$ cat config.mk
export PLATFORM = sky130hd
export DESIGN_NAME = stream_splitter
export DESIGN_NICKNAME = d
export VERILOG_FILES = /design/src/rtl/stream_splitter_pkg.sv /design/src/rtl/stream_splitter.sv
export SDC_FILE = /design/constraint.sdc
export NUM_CORES = 1
export LEC_CHECK = 0
export BUFFER_PORTS_ARGS = -buffer_cell sky130_fd_sc_hd__clkbuf_2
export CORE_ASPECT_RATIO = 0.8
export CORE_UTILIZATION = 50
export CTS_BUF_LIST = sky130_fd_sc_hd__clkbuf_8
export DETAILED_ROUTE_END_ITERATION = 8
export PLACE_DENSITY = 0.78
export SLEW_MARGIN = 40
export SYNTH_ARGS = -nofsm -noshare
export SYNTH_HDL_FRONTEND = slang
export SYNTH_SLANG_ARGS = --single-unit
$ cat constraint.sdc
create_clock -name clk -period 2 [get_ports clk]
set_clock_uncertainty 0.1 [all_clocks]
set_input_delay 0.2 -clock clk [delete_from_list [all_inputs] [get_ports clk]]
set_output_delay 0.2 -clock clk [all_outputs]
set_load 0.02 [all_outputs]
$ cat src/rtl/stream_splitter_pkg.sv
// Shared definitions for stream_splitter.
//   state_e    : FSM state encoding (StIdle = no word held, StShift = emitting lanes)
//   DefaultWidth / DefaultLane : default word and lane widths
//   cnt_width  : width of the lane counter / out_idx for a given lane count
package stream_splitter_pkg;

  typedef enum logic [0:0] {
    StIdle,
    StShift
  } state_e;

  localparam int unsigned DefaultWidth = 32;
  localparam int unsigned DefaultLane  = 8;

  // Width of the lane counter and out_idx; never below one bit.
  function automatic int unsigned cnt_width(input int unsigned nlanes);
    return (nlanes <= 2) ? 1 : $clog2(nlanes);
  endfunction

endpackage

$ cat src/rtl/stream_splitter.sv
// stream_splitter: accepts one WIDTH-bit word over valid/ready and emits it as
// WIDTH/LANE lanes of LANE bits, one lane per accepted output beat. Lane order
// (LSB-lane first or MSB-lane first) is chosen per word by msb_first.
//
// Ports:
//   clk        in   clock, rising edge
//   reset      in   asynchronous, active-high reset
//   in_valid   in   producer presents a word
//   in_ready   out  word accepted this cycle (combinational from out_ready)
//   in_data    in   WIDTH-bit word
//   msb_first  in   lane order, sampled with the word
//   out_valid  out  out_data holds a valid lane
//   out_ready  in   consumer takes the lane
//   out_data   out  current lane
//   out_idx    out  lane position within the word (0 = least-significant)
//   out_last   out  current lane is the final lane of the word
//   words_done out  16-bit wrapping count of completed words
//                   (present only when STREAM_SPLITTER_COUNT_EN is defined)
module stream_splitter
  import stream_splitter_pkg::*;
#(
  parameter int unsigned WIDTH = DefaultWidth,
  parameter int unsigned LANE  = DefaultLane,
  localparam int unsigned NLANES = WIDTH / LANE,
  localparam int unsigned IdxW   = cnt_width(NLANES)
) (
  input  logic             clk,
  input  logic             reset,
  input  logic             in_valid,
  output logic             in_ready,
  input  logic [WIDTH-1:0] in_data,
  input  logic             msb_first,
  output logic             out_valid,
  input  logic             out_ready,
  output logic [LANE-1:0]  out_data,
  output logic [IdxW-1:0]  out_idx,
  output logic             out_last
`ifdef STREAM_SPLITTER_COUNT_EN
  ,
  output logic [15:0]      words_done
`endif
);

  // Elaboration-time parameter sanity.
  if (LANE == 0 || (WIDTH % LANE) != 0) begin : g_bad_lane
    $error("stream_splitter: WIDTH must be a non-zero multiple of LANE");
  end
  if (NLANES < 2) begin : g_bad_nlanes
    $error("stream_splitter: WIDTH/LANE must be at least 2");
  end

  localparam logic [IdxW-1:0] LastCnt = IdxW'(NLANES - 1);

  state_e           state_q;
  logic [IdxW-1:0]  cnt_q;
  logic [WIDTH-1:0] word_q;
  logic             mode_q;
  logic             last_q;

  logic out_fire;
  logic in_fire;

  assign out_valid = (state_q == StShift);
  assign out_last  = last_q;
  assign out_fire  = out_valid && out_ready;

  // Accept in IDLE, or while the last lane leaves so words run back-to-back.
  assign in_ready = !reset && ((state_q == StIdle) || (out_fire && last_q));
  assign in_fire  = in_valid && in_ready;

  assign out_idx  = mode_q ? (LastCnt - cnt_q) : cnt_q;
  assign out_data = word_q[out_idx * LANE +: LANE];

  // last_q mirrors (cnt_q == LastCnt) while in StShift and is 0 in StIdle.
  always_ff @(posedge clk or posedge reset) begin
    if (reset) begin
      state_q <= StIdle;
      cnt_q   <= '0;
      word_q  <= '0;
      mode_q  <= 1'b0;
      last_q  <= 1'b0;
    end else begin
      unique case (state_q)
        StIdle: begin
          if (in_fire) begin
            word_q  <= in_data;
            mode_q  <= msb_first;
            cnt_q   <= '0;
            last_q  <= 1'b0;
            state_q <= StShift;
          end
        end
        StShift: begin
          if (in_fire) begin
            // Last lane consumed and next word taken in the same cycle.
            word_q  <= in_data;
            mode_q  <= msb_first;
            cnt_q   <= '0;
            last_q  <= 1'b0;
          end else if (out_fire) begin
            if (last_q) begin
              cnt_q   <= '0;
              last_q  <= 1'b0;
              state_q <= StIdle;
            end else begin
              cnt_q  <= cnt_q + IdxW'(1);
              last_q <= ((cnt_q + IdxW'(1)) == LastCnt);
            end
          end
        end
        default: state_q <= StIdle;
      endcase
    end
  end

`ifdef STREAM_SPLITTER_COUNT_EN
  logic [15:0] words_done_q;

  always_ff @(posedge clk or posedge reset) begin
    if (reset) begin
      words_done_q <= '0;
    end else if (out_fire && last_q) begin
      words_done_q <= words_done_q + 16'd1;
    end
  end

  assign words_done = words_done_q;
`endif

endmodule

==> flow_summary_export.csv, run 1 <==
group,metric,value,unit
status,failed_checks,"setup timing",
drt,drtIter0Drc,38,
pwr,power_leakage,1.041,nW
grt,grt_max_degree,38,
logic_synthesis,synth.top_cell.area_share,0.5465,
grt,grt_usage,0.2130,
sta,final.setup.worst_slack,-95.76,ps
clocking,clkTransAtPathRegs,70,ps
floorplanning,boundaryPins,50,
cells_and_area,nNetsFinal,205,
pwr,internal_power,3.095,mW
placed_design,place_ws,7.718,ps
critical_path,crit_arrival,1800,ps
clocking,cts.htree.levels,2,
floorplanning,die_h,54.07,um
pwr,switching_power,1.666,mW
cells_and_area,drive_gt1_frac,0.6886,
sta,max_freq,477.2,MHz
sta,worstMarginPinSlew,363.0,ps
logic_synthesis,ys.warnings.count,0,
sta,rsz0062_at_grt,"yes",
sta,setup_viol,8,
logic_synthesis,avgSynthCellArea,16.61,um2
worst_hold_path,hold_class,"input port to register",
drt,top_layer_used,"met4",
grt,grt_pass1_wl,5.368,mm
pwr,pwr-share-clk,0.105,
sta,hold_viol_final,0,
critical_path,critical_path_class,"register to primary output",
critical_path,cp_slowest_cell,"mux4_2",
logic_synthesis,yosys-top-cells-area,"dfrtp_1, mux2_2, mux4_1, buf_6, xor2_4",
drt,remaining_drc_errors,0,
sta,max-slew-margin-rel,0.7558,
critical_path,crit_fanout,3,
pwr,p_seq_frac,0.300,
logic_synthesis,yosysTopAreaCell,"dfrtp_1",
pwr,combPwrFrac,0.595,
logic_synthesis,syn-instance-count,102,
drt,wl_per_cell,16.27,um
clocking,numCtsBuffers,5,
flow_run,cap_violations,0,
sta,hold-worst-slack,44.57,ps
grt,overflow,0,
logic_synthesis,syn_area,1694,um2
grt,antenna_found_initial,0,
worst_hold_path,whs_path_depth,2,
sta,fin_crit_sh,1.048,
cells_and_area,diodes,0,
placed_design,io_buffers,49,
logic_synthesis,seq_area_frac_synth,0.5465,
clocking,cts-root-buf,"clkbuf_8",
clocking,cts_tree,"built",
drt,dr_total_vias,1078,
drt,viasPerCell,5.208,
floorplanning,core_area,3153,um2
sta,fin_tns_setup,-621.9,ps
drt,drtAntennaViolNets,0,
grt,grt_pass1_vias,1169,
floorplanning,design.die.area,3627,um2
drt,drt_pre_antenna_iters,3,
placed_design,routabilityCongestion,0.6869,
logic_synthesis,syn-num-nets,140,
clocking,clkLatencyLatePin,280,ps
cells_and_area,area_growth,31.54,%
floorplanning,initial_core_util,0.5373,
sta,post-route-min-period,2096,ps
critical_path,end_kind,"primary output",
drt,drt_wl_total,3.368,mm
drt,dr_wl_met3,166,um
critical_path,cpPeakStageDelay,520,ps
clocking,cts.sinks,37,
cells_and_area,stdcell_count,207,
clocking,cts_buffer_depth,2,
placed_design,place_hpwl,2.289,mm
sta,finalMaxSlewViolations,0,
pwr,p_per_area,2136,nW/um2
floorplanning,fp.dieW,67.08,um
drt,met1Wirelength,1.370,mm
cells_and_area,post-route-util,0.7067,
pwr,switching_share,0.3499,
critical_path,startpoint_type,"register",
placed_design,dp.cells,192,
critical_path,r2r_cells,4,
logic_synthesis,ys_types,18,
logic_synthesis,ys_ff_latch,37,
critical_path,path_cells,"xor2_4, buf_6, mux4_2, buf_8",
pwr,peakVddDrop,1.084,mV
critical_path,critPathRequiredTime,1700,ps
status,run_status,"finished, violations left",
floorplanning,num_rows,18,
drt,met2_length,1.808,mm
==> registers in the layout, indices dropped and copies added, names as in the netlist <==
signal and cells:
cnt_q 2, mode_q 1, out_last 1, word_q 32
out_valid 1
==> synth_stat cells <==
| library cell | instances |
|---|---|
| or2_2 | 1 |
| xor2_4 | 1 |
| nor3b_1 | 1 |
| xnor2_2 | 1 |
| mux4_2 | 1 |
| buf_4 | 1 |
| mux2_2 | 33 |
| ha_1 | 1 |
| nand4b_1 | 1 |
| inv_1 | 3 |
| nand2_1 | 2 |
| mux2i_1 | 2 |
| buf_6 | 3 |
| a21boi_0 | 1 |
| a21oi_1 | 1 |
| dfrtp_1 | 37 |
| nor2_1 | 5 |
| mux4_1 | 7 |
==> power groups by stage <==
stage / sequential (mW) / clock, mW / combinational [mW]
floorplan: 1.32 / 0 / 1.45
global placement: 1.35 / 0 / 1.93
detailed placement: 1.39 / 0 / 2.01
CTS: 1.41 / 0.510 / 2.65
global route: 1.47 / 0.557 / 3.02
finish: 1.43 / 0.502 / 2.83
==> worst max-delay path, delay by kind of cell, from the launching register on <==
family / cells / cell delay [ps]
multiplexers: 1 / 520
flip-flops: 1 / 480
buffers and inverters: 2 / 300
XOR/XNOR: 1 / 220
==> kinds of logic (layout without fill, tap and decap cells) <==
logic type / Yosys count / count (layout) / synth area share
compound gates: 2 / 2 / 0.007384
buf+inv: 7 / 72 / 0.03102
mux: 43 / 43 / 0.3530
flops: 37 / 37 / 0.5465
fa+ha+maj: 1 / 1 / 0.007384
simple gates: 10 / 10 / 0.02881
xor+xnor: 2 / 2 / 0.02585
==> path summary, 6_finish.rpt <==
path,startpoint,to,slack [ps]
setup / recovery,mode_q,out_data[6],-100
hold / removal,in_data[10],word_q[10],40
setup reg to reg,out_last,word_q[4],290
hold reg to reg,word_q[8],word_q[8],410
max in group asynchronous,reset,mode_q,1100
min in group asynchronous,reset,word_q[15],430
==> layout by cell type, fill, tap and decap left out, drive strengths merged, types with 2 or more instances in the layout <==
cell,n
buf,20
inv,4
mux2,33
nand2,2
mux2i,2
dfrtp,37
clkbuf,47
nor2,5
mux4,8
==> per-layer routing <==
layer  up-vias  global-route usage
li1        496                   -
met1       548              0.2545
met2        32              0.3517
met3         2             0.08686
met4         0             0.07092
met5         -                   0
==> cell type report <==
| type | count | area (um2) |
|---|---|---|
| multi-input cells | 58 | 705.7 |
| fillers | 232 | 924.6 |
| flip-flops and latches | 37 | 929.6 |
| repair buffers | 62 | 445.4 |
| well taps | 40 | 50.05 |
| inverters | 3 | 11.26 |
| clock buffers | 6 | 82.58 |
| clock inverters | 1 | 3.754 |
==> through the flow <==
step           total power [mW]  cell area [um2]
6_report                  4.761             2228
5_1_grt                   5.044             2228
4_1_cts                   4.569             2206
3_5_place_dp              3.397             2003
3_3_place_gp              3.285             2003
2_1_floorplan             2.777             1694
==> repair_timing <==
action / CTS / global route
endpoints found under the setup margin: 8 / 8
buffers inserted: 6 / 1
hold buffers: 1 / 0
pin swaps: 2 / 1
endpoints found under the hold margin: 37 / 0
gates resized for setup: 28 / 10
Power figures use the tool's default switching activity.
==> run 2, diff against run 1 <==
- ABC_AREA: unset -> 1
- PLACE_DENSITY: 0.78 -> 0.75
==> run 2 against run 1 <==
Compared with the run above:
- the flow finishes with violations (hold timing)
- first-iteration DRC count increased by 110%
- critical endpoint is now out_data[5]
- register-to-register slack improved by 100 ps
- clock power fell by 6.4%
- combinational power fell by 7.4%
- core utilization fell by 7.1 points
- flip-flop and latch count unchanged
- clock-buffer cell count is 1 lower
- non-clock buffer count shrank 5
- largest cell class is now multi-input combinational cells
- critical path depth rose by 3
==> flow_summary_export.csv, run 2 <==
group,metric,value,unit
logic_synthesis,ys_types,21,
critical_path,end_kind,"primary output",
critical_path,reg2reg_slack,390,ps
logic_synthesis,syn-instance-count,265,
floorplanning,core_area,3929,um2
grt,overflow,0,
floorplanning,design.die.area,4484,um2
pwr,p_per_area,1820,nW/um2
logic_synthesis,synthArstFlopShare,1.000,
pwr,power_leakage,1.430,nW
critical_path,r2r_cells,6,
placed_design,io_buffers,49,
clocking,cts_buffer_depth,2,
cells_and_area,largest_register_ffs,32,
logic_synthesis,yosysTopAreaCell,"dfrtp_1",
critical_path,crit_arrival,1640,ps
sta,finalMaxSlewViolations,0,
critical_path,crit_fanout,11,
sta,max-slew-margin-rel,0.6925,
sta,fin_crit_sh,0.9718,
cells_and_area,regMostFlops,"word_q",
logic_synthesis,post-synth-top-count-cell,"nand2_1",
floorplanning,num_rows,20,
critical_path,reg2reg_to,"mode_q",
pwr,peakVddDrop,0.9127,mV
sta,post-route-min-period,1944,ps
cells_and_area,final_area,2499,um2
floorplanning,die_h,60.10,um
logic_synthesis,yosys-top-cells-area,"dfrtp_1, nand2_1, nand3_1, nand3_2, inv_1",
cells_and_area,diodes,0,
cells_and_area,reg_top3,"word_q x32, cnt_q x2",
placed_design,dp.cells,361,
clocking,cts.htree.levels,2,
drt,drtAntennaViolNets,0,
drt,drtIter0Drc,81,
floorplanning,fp.dieW,74.62,um
logic_synthesis,syn_area,2110,um2
grt,grt_pass1_vias,1722,
critical_path,r2r-start,"out_last",
logic_synthesis,synth_edf_count,0,
cells_and_area,area_growth,18.45,%
grt,grt_usage,0.2405,
cells_and_area,stdcell_count,370,
clocking,numCtsBuffers,5,
worst_hold_path,hold_class,"input port to asynchronous set/reset pin",
clocking,cts-root-buf,"clkbuf_8",
floorplanning,initial_core_util,0.5369,
logic_synthesis,ys_ff_latch,37,
sta,fin_tns_setup,0,ps
logic_synthesis,synth.top_cell.area_share,0.4389,
placed_design,routabilityCongestion,0.8874,
sta,max_freq,514.5,MHz
cells_and_area,drive_gt1_frac,0.2794,
clocking,cts_tree,"built",
cells_and_area,nFillCells,363,
sta,worstMarginPinSlew,461.3,ps
placed_design,placed_area,2357,um2
sta,setup_viol,0,
critical_path,endpoint,"out_data[5]",
critical_path,startpoint_type,"register",
logic_synthesis,syn-num-nets,303,
cells_and_area,multi_input_area,972.2,um2
critical_path,critical_path_class,"register to primary output",
cells_and_area,nNetsFinal,354,
drt,drt_pre_antenna_iters,4,
floorplanning,boundaryPins,50,
flow_run,cap_violations,0,
status,run_status,"finished, violations left",
cells_and_area,layout_common_cells,"nand2_1, nand3_1, clkbuf_2, dfrtp_1, inv_1",
grt,grt_pass1_wl,7.990,mm
clocking,clkTransAtPathRegs,70,ps
clocking,clkLatencyLatePin,290,ps
drt,drt_wl_total,4.642,mm
clocking,hold_buffers,0,
logic_synthesis,yosys_most_used_dff,"dfrtp_1",
placed_design,place_hpwl,3.287,mm
critical_path,crit_start,"mode_q",
logic_synthesis,seq_area_frac_synth,0.4389,
sta,hold_viol_final,16,
logic_synthesis,ys.warnings.count,0,
critical_path,critPathRequiredTime,1700,ps
clocking,cts.sinks,37,
drt,wl_per_cell,12.55,um
drt,remaining_drc_errors,0,
sta,hold-worst-slack,-5.425,ps
logic_synthesis,synth_common_cells,"nand2_1, nand3_1, dfrtp_1",
grt,grt_max_degree,38,
cells_and_area,register_area,930.9,um2
cells_and_area,mostFrequentLayoutCell,"nand2_1",
drt,dr_total_vias,1851,
grt,antenna_found_initial,0,
status,failed_checks,"hold timing",
drt,viasPerCell,5.003,
logic_synthesis,avgSynthCellArea,7.960,um2
==> run 2: changes by cell type in the layout (fill, tap and decap cells not counted), moves of 11 or more <==
| cell | before | now |
|---|---|---|
| nand3_2 | 0 | 11 |
| nand2_1 | 2 | 97 |
| mux2_2 | 33 | 0 |
| inv_1 | 4 | 28 |
| nand3_1 | 0 | 55 |
==> run 2: worst min-delay path by stage <==
stage / slack (ps) / to / depth (start not counted) / from
2_1_floorplan: 240 / mode_q / 2 / msb_first
3_3_place_gp: 310 / out_valid / 3 / reset
3_5_place_dp: 310 / cnt_q[1] / 3 / reset
4_1_cts: 3 / word_q[17] / 3 / reset
6_report: -5 / cnt_q[1] / 3 / reset
5_1_grt: 30 / word_q[4] / 3 / in_data[4]
==> run 2: timing repair <==
action                     4_1_cts  5_1_grt
setup endpoints to repair        6        7
resized for setup                1        7
buffers inserted                 0        3
pin swaps                        0        1
==> run 2: per-layer routing <==
metal	share of wire	track usage	vias to the layer above
met5	0	0	-
met4	0.016	0.08086	0
met3	0.066	0.04890	8
met2	0.44	0.3475	58
met1	0.48	0.3577	851
li1	-	-	934
==> run 2: where the power goes <==
part / switching, mW / internal [mW] / total (mW)
registers: 0.324 / 1.14 / 1.46
clock network: 0.241 / 0.229 / 0.470
logic: 1.63 / 0.992 / 2.62
==> run 2: final cells by class <==
class / count / area share
multi-input cells: 183 / 0.3891
repair buffers: 57 / 0.1322
flip-flops and latches: 37 / 0.3726
well taps: 55 / 0.02754
clock inverters: 1 / 0.002003
clock buffers: 5 / 0.02754
inverters: 32 / 0.04907
==> run 2: through the flow <==
step / worst slack, ps / power (mW) / util
4_1_cts: 45.76 / 4.371 / 0.6191
5_1_grt: -7.090 / 4.950 / 0.6360
2_1_floorplan: 153.7 / 3.306 / -
6_report: 56.48 / 4.547 / 0.6360
3_5_place_dp: 292.7 / 3.877 / 0.6000
3_3_place_gp: 331.2 / 3.842 / 0.6000
==> run 2: logic make-up after synthesis <==
| kind of cell | share of synthesized area |
|---|---|
| AOI/OAI and AO/OA | 0.01008 |
| xor gates and xnor gates | 0.02076 |
| adders and majority gates | 0.005930 |
| buffers and inverters | 0.1121 |
| DFF | 0.4389 |
| and+or+nand+nor | 0.4122 |
==> run 2: critical path: stages (launching register included) <==
cell and delay (ps):
dfrtp_4 580, inv_4 120, nand2_8 90, buf_12 160
nand3_2 50, nand3_1 90, nand2_1 90, clkbuf_2 160
